==> src/rtl/seq_detect_pkg.sv <==
// Shared types for the multi-pattern serial sequence detector: the per-channel
// configuration record, its power-on value and a length-to-mask helper.
package seq_detect_pkg;

   localparam int SEQ_MAX = 16;
   localparam int LEN_W   = 5;

   typedef struct packed {
      logic [SEQ_MAX-1:0] pattern;
      logic [SEQ_MAX-1:0] mask;
      logic [LEN_W-1:0]   len;
      logic               ovl;
   } chan_cfg_t;

   // Out of reset every channel is disabled (len 0), compares all bits and overlaps.
   localparam chan_cfg_t CHAN_CFG_RST = '{pattern: '0, mask: '1, len: '0, ovl: 1'b1};

   function automatic logic [SEQ_MAX-1:0] len_mask(input logic [LEN_W-1:0] len);
      logic [SEQ_MAX-1:0] m;
      for (int b = 0; b < SEQ_MAX; b++) begin
         m[b] = (LEN_W'(b) < len);
      end
      return m;
   endfunction

endpackage

==> src/rtl/seq_match_chan.sv <==
// One detector channel: holds its configuration, fill count, match pulse and
// saturating hit counter; compares against the shared history from the top.
module seq_match_chan
   import seq_detect_pkg::*;
#(
   parameter int SEQ_LEN = 8,
   parameter int CNT_W   = 8
) (
   input  logic               clk,
   input  logic               reset,
   input  logic [SEQ_LEN-1:0] hist_nxt_i,
   input  logic               bit_vld_i,
   input  logic               flush_i,
   input  logic               cfg_load_i,
   input  chan_cfg_t          cfg_i,
   input  logic               cnt_clr_i,
   output logic               seen_o,
   output logic               seen_d_o,
   output logic [CNT_W-1:0]   hit_cnt_o
);

   localparam int FILL_W = $clog2(SEQ_LEN + 1);
   localparam logic [FILL_W-1:0] FILL_MAX  = FILL_W'(SEQ_LEN);
   localparam logic [LEN_W-1:0]  LEN_LIMIT = LEN_W'(SEQ_LEN);

   chan_cfg_t          cfg_q;
   logic [FILL_W-1:0]  fill_q, fill_d, fill_inc;
   logic               seen_q, seen_d;
   logic [CNT_W-1:0]   cnt_q, cnt_d;
   logic [SEQ_MAX-1:0] lmask;
   logic [SEQ_LEN-1:0] care;
   logic               enabled, bits_ok, match;
   logic               cfg_unused;

   // Pattern/mask bits above SEQ_LEN are stored but never compared.
   assign cfg_unused = ^{cfg_q.pattern, cfg_q.mask};

   always_comb begin
      fill_inc = (fill_q == FILL_MAX) ? fill_q : fill_q + FILL_W'(1);
      enabled  = (cfg_q.len != '0) && (cfg_q.len <= LEN_LIMIT);
      lmask    = len_mask(cfg_q.len);
      care     = cfg_q.mask[SEQ_LEN-1:0] & lmask[SEQ_LEN-1:0];
      bits_ok  = ((hist_nxt_i ^ cfg_q.pattern[SEQ_LEN-1:0]) & care) == '0;
      // A channel being reconfigured on this edge does not see the incoming bit.
      match    = bit_vld_i && !cfg_load_i && enabled && bits_ok &&
                 (LEN_W'(fill_inc) >= cfg_q.len);

      fill_d = fill_q;
      if (cfg_load_i || flush_i) begin
         fill_d = '0;
      end else if (bit_vld_i) begin
         fill_d = (match && !cfg_q.ovl) ? '0 : fill_inc;
      end

      seen_d = match;

      cnt_d = cnt_q;
      if (cnt_clr_i) begin
         cnt_d = '0;
      end else if (match && (cnt_q != '1)) begin
         cnt_d = cnt_q + CNT_W'(1);
      end
   end

   always_ff @(posedge clk or posedge reset) begin
      if (reset) begin
         cfg_q  <= CHAN_CFG_RST;
         fill_q <= '0;
         seen_q <= 1'b0;
         cnt_q  <= '0;
      end else begin
         if (cfg_load_i) begin
            cfg_q <= cfg_i;
         end
         fill_q <= fill_d;
         seen_q <= seen_d;
         cnt_q  <= cnt_d;
      end
   end

   assign seen_o    = seen_q;
   assign seen_d_o  = seen_d;
   assign hit_cnt_o = cnt_q;

endmodule

==> src/rtl/seq_detect_multi.sv <==
// Multi-channel serial pattern detector: one shared bit history feeding
// NUM_PAT independently configured match channels.
module seq_detect_multi
   import seq_detect_pkg::*;
#(
   parameter int SEQ_LEN = 8,
   parameter int NUM_PAT = 4,
   parameter int CNT_W   = 8
) (
   input  logic                                            clk,
   input  logic                                            reset,
   input  logic                                            din,
   input  logic                                            din_valid,
   input  logic                                            flush,
   input  logic                                            cfg_we,
   input  logic [((NUM_PAT > 1) ? $clog2(NUM_PAT) : 1)-1:0] cfg_idx,
   input  logic [SEQ_LEN-1:0]                              cfg_pattern,
   input  logic [SEQ_LEN-1:0]                              cfg_mask,
   input  logic [$clog2(SEQ_LEN+1)-1:0]                    cfg_len,
   input  logic                                            cfg_ovl,
   input  logic                                            cnt_clr,
   output logic [NUM_PAT-1:0]                              seen,
   output logic                                            seen_any,
   output logic [NUM_PAT*CNT_W-1:0]                        hit_cnt
);

   localparam int IDX_W = (NUM_PAT > 1) ? $clog2(NUM_PAT) : 1;

   logic [SEQ_LEN-1:0] hist_q, hist_d, hist_shift;
   logic               bit_vld;
   logic               seen_any_q;
   logic [NUM_PAT-1:0] seen_d;
   chan_cfg_t          cfg_new;

   // Flush takes priority over a simultaneous valid bit.
   assign bit_vld    = din_valid && !flush;
   assign hist_shift = {hist_q[SEQ_LEN-2:0], din};

   always_comb begin
      hist_d = hist_q;
      if (flush) begin
         hist_d = '0;
      end else if (bit_vld) begin
         hist_d = hist_shift;
      end

      cfg_new         = CHAN_CFG_RST;
      cfg_new.pattern = SEQ_MAX'(cfg_pattern);
      cfg_new.mask    = SEQ_MAX'(cfg_mask);
      cfg_new.len     = LEN_W'(cfg_len);
      cfg_new.ovl     = cfg_ovl;
   end

   always_ff @(posedge clk or posedge reset) begin
      if (reset) begin
         hist_q     <= '0;
         seen_any_q <= 1'b0;
      end else begin
         hist_q     <= hist_d;
         seen_any_q <= |seen_d;
      end
   end

   // An out-of-range cfg_idx matches no channel, so the write is dropped.
   for (genvar i = 0; i < NUM_PAT; i++) begin : g_chan
      logic cfg_load;
      assign cfg_load = cfg_we && (cfg_idx == IDX_W'(i));

      seq_match_chan #(
         .SEQ_LEN (SEQ_LEN),
         .CNT_W   (CNT_W)
      ) u_chan (
         .clk        (clk),
         .reset      (reset),
         .hist_nxt_i (hist_shift),
         .bit_vld_i  (bit_vld),
         .flush_i    (flush),
         .cfg_load_i (cfg_load),
         .cfg_i      (cfg_new),
         .cnt_clr_i  (cnt_clr),
         .seen_o     (seen[i]),
         .seen_d_o   (seen_d[i]),
         .hit_cnt_o  (hit_cnt[i*CNT_W +: CNT_W])
      );
   end

   assign seen_any = seen_any_q;

endmodule

==> config.mk <==
export PLATFORM = sky130hd
export DESIGN_NAME = seq_detect_multi
export DESIGN_NICKNAME = d
export VERILOG_FILES = /design/src/rtl/seq_detect_pkg.sv /design/src/rtl/seq_match_chan.sv /design/src/rtl/seq_detect_multi.sv
export SDC_FILE = /design/constraint.sdc
export NUM_CORES = 1
export LEC_CHECK = 0
export CAP_MARGIN = 20
export CORE_ASPECT_RATIO = 1.5
export CORE_MARGIN = 1
export CORE_UTILIZATION = 51
export DETAILED_ROUTE_END_ITERATION = 16
export PLACE_DENSITY = 0.69
export SETUP_SLACK_MARGIN = 0.05
export SLEW_MARGIN = 10
export SYNTH_ARGS = -nofsm -noshare
export SYNTH_HDL_FRONTEND = slang
export SYNTH_HIERARCHICAL = 1
export SYNTH_SLANG_ARGS = --single-unit
==> constraint.sdc <==
create_clock -name clk -period 4.1 [get_ports clk]
set_clock_uncertainty 0.2 [all_clocks]
set_input_delay 0.82 -clock clk [delete_from_list [all_inputs] [get_ports clk]]
set_output_delay 0.82 -clock clk [all_outputs]
set_load 0.02 [all_outputs]
==> flow_metrics.py <==
metrics = {
    "worst_setup_path": {
        "cp-endpoint": "g_chan[3].u_chan/hit_cnt_o[5]",
        "cp_top_family": "simple AND/OR/NAND/NOR gates",
        "startpoint_type": "flip-flop",
        "r2r_end": "g_chan[3].u_chan/hit_cnt_o[5]",
        "critPathArrivalTime_ps": 3670,
        "path_cells": "inv_1 -> ha_1 -> nand2_1 -> or2_2 -> xnor2_1 -> inv_1 -> ha_1 -> nand2b_1 -> a2111oi_0 -> a2111o_1 -> nor4_4 -> nand2_2 -> or4_1 -> a21oi_1",
        "worstPathMaxFanout": 8,
        "crit_start": "g_chan[3].u_chan/fill_q[0]",
        "cp.buffers_inverters": 2,
        "reg2reg_slack_ps": 550,
        "reg2reg_from": "g_chan[3].u_chan/fill_q[0]",
        "cp_num_cells": 14,
        "rr_worst_depth": 14,
        "critical_path.max_stage_delay_ps": 520,
        "crit_type": "reg2reg",
        "cpMaxStageDelayCell": "or4_1",
        "cp.required_ps": 4220,
        "end_kind": "flip-flop",
    },
    "layout": {
        "fin_cells": 983,
        "syn_to_final_growth_pct": 19.63,
        "nets": 832,
        "diodes": 0,
        "final_common_cell": "dfrtp_1",
        "mostFrequentLayoutCells": "dfrtp_1, mux2_2, clkdlybuf4s50_1, xor2_1, nor2_1",
        "drive_above_1_share": 0.2300,
        "final_core_util": 0.6322,
    },
    "synthesis": {
        "synth-adder-area-share": 0.04501,
        "synth_area_leaders": "dfrtp_1, dfstp_2, mux2_2",
        "synth_top_family_by_area": "simple AND/OR/NAND/NOR gates",
        "yosysWarnings": 6,
        "synth_xor_area_frac": 0.05851,
        "synthCells": 688,
        "synthesis.area_um2": 7784,
        "yosysUniqueCellTypes": 55,
        "synth_top_area_frac": 0.3601,
        "synth-edff-count": 0,
        "avgSynthCellArea_um2": 11.31,
        "async_flop_share": 1.000,
        "yosys.area_share.simple": 0.1525,
        "ys_seq_area_frac": 0.4816,
        "synth-main-ff-cell": "dfrtp_1",
        "ys_ff_latch": 148,
        "synth-compound-area-share": 0.09950,
        "synth_top_area_cell": "dfrtp_1",
        "synth.mux.area_fraction": 0.1312,
    },
    "placed_design": {
        "io_buffers": 66,
        "placedCellCount": 951,
        "gp_congestion": 0.8703,
        "hpwl_mm": 13.80,
        "dp_slack_ps": 320.3,
    },
    "routing": {
        "via_per_inst": 5.890,
        "vias": 5790,
        "drc": 0,
        "wire_per_inst_um": 18.89,
        "wl_mm": 18.57,
        "ant_nets": 0,
        "dr.pass1.iters": 8,
        "drt_iter0_drc": 260,
    },
    "timing": {
        "fin_crit_ps": 3549,
        "rsz0062_at_grt": "no",
        "period_share": 0.8656,
        "fmax_mhz": 281.8,
        "finalSetupViolations": 0,
        "setup_ws_ps": 551.1,
        "slew_violations": 0,
        "slew_headroom": 0.3913,
        "fin_tns_setup_ps": 0,
        "worst_pin_slew_ps": 910.1,
        "hold_viol_final": 0,
    },
    "clocking": {
        "clk_pin_slew_ps": 50,
        "cts_max_level": 4,
        "cts_tree": "built",
        "cts_buffers": 17,
        "post_cts_buffers": 0,
        "ctsResizeCount": 0,
        "clock_sinks": 148,
        "root_buffer": "clkbuf_16",
        "clock_latency_ps": 420,
        "clk_path_buf_depth": 2,
        "hold_buffers": 0,
    },
    "pwr": {
        "power.density_nw_per_um2": 427.9,
        "peakVddDrop_mv": 0.3924,
        "p_leak_nw": 3.957,
    },
    "floorplan": {
        "die_y_um": 153.3,
        "start_util": 0.5285,
        "rows": 54,
        "core_area_um2": 14730,
        "fp.dieArea_um2": 15770,
        "pin_count": 67,
        "die_width_um": 102.9,
    },
    "hold_path": {
        "hp-class": "reg2reg",
    },
    "job": {
        "drv_cap": 0,
    },
    "run_status": {
        "run_status": "complete, no violations",
    },
    "grt": {
        "grt_antenna_before_repair": 0,
        "grt_max_degree": 36,
        "grt_first_pass_wirelength_mm": 29.96,
        "grtUsageTotal": 0.2538,
        "grt_remaining_overflow": 0,
        "grt_pass1_vias": 5754,
    },
}
-- registers in the layout (all words and copies together) (netlist names) --
signal,cells
g_chan.u_chan/fill_q,16
g_chan.u_chan/hit_cnt_o,32
g_chan.u_chan/seen_o,4
g_chan.u_chan/cfg_q,88
seen_any,1
hist_q,7
-- stage by stage --
stage	hold slack [ps]	area, um2	total power [mW]
after floorplan	298.3	7795	2.272
after global placement	309.8	8732	2.464
after detailed placement	315.9	8732	2.495
after CTS	328.8	9311	4.014
after global routing	341.6	9311	4.172
final	324.7	9311	3.985
-- report_power, final --
group / switching, mW / leakage [nW] / internal (mW) / total, mW
sequential: 0.156 / 1.83 / 1.68 / 1.84
clock: 0.573 / 0.285 / 0.936 / 1.51
combinational: 0.336 / 1.84 / 0.302 / 0.638
-- synthesized netlist by cell type (4+ instances only) --
library cell,instances
dfrtp_1,112
mux2_2,76
xor2_1,41
nor2_1,39
dfstp_2,36
nand2_1,35
inv_1,33
nand3_1,31
ha_1,28
o21ai_0,21
and3_1,14
nor3_1,13
a21oi_1,12
a32o_1,12
mux2i_1,12
or3_1,12
xnor2_1,11
a22oi_1,10
or4_1,10
nand2b_1,9
clkbuf_1,8
nand4_1,7
o211ai_1,7
o31ai_1,7
a2111oi_0,6
nand4b_1,6
o21a_1,6
or2_2,6
buf_1,5
nor2b_1,5
nor3b_1,5
a31oi_1,4
buf_6,4
mux2_1,4
o41ai_1,4
-- final cells by class --
cell class | instances | area, um2
clock buffer | 22 | 474.2
clock inverter | 10 | 105.1
fill | 1221 | 5418
inverter | 33 | 123.9
multi-input combinational | 489 | 3811
sequential | 148 | 3749
tap | 196 | 245.2
timing repair buffer | 85 | 803.3
-- worst min-delay path by stage --
stage,from,end,slack [ps],depth (start not counted)
6_report,g_chan[0].u_chan/cfg_q[25],g_chan[0].u_chan/cfg_q[25],320,1
2_1_floorplan,g_chan[0].u_chan/fill_q[0],g_chan[0].u_chan/fill_q[0],300,2
3_3_place_gp,g_chan[2].u_chan/cfg_q[22],g_chan[2].u_chan/cfg_q[22],310,1
3_5_place_dp,g_chan[1].u_chan/cfg_q[27],g_chan[1].u_chan/cfg_q[27],320,1
4_1_cts,g_chan[1].u_chan/cfg_q[29],g_chan[1].u_chan/cfg_q[29],330,1
5_1_grt,g_chan[2].u_chan/cfg_q[29],g_chan[2].u_chan/cfg_q[29],340,1
-- logic make-up after synthesis --
kind of cell | Yosys count
XOR/XNOR | 52
multiplexers | 92
AND/OR/NAND/NOR | 208
AO/OA/AOI/OAI | 105
adder cells (fa/ha/maj) | 28
flip-flops | 148
buffers and inverters | 54
other | 1
-- routing by layer --
layer / GRT usage / share of wire / wire length, um / vias to the layer above
met5: 0 / 0 / 0 / -
met4: 0.09121 / 0.022 / 409 / 0
met3: 0.04298 / 0.033 / 610 / 23
met2: 0.4254 / 0.52 / 9635 / 129
met1: 0.3257 / 0.43 / 7911 / 2947
li1: - / - / - / 2691
(Power assumes the default switching activity.)
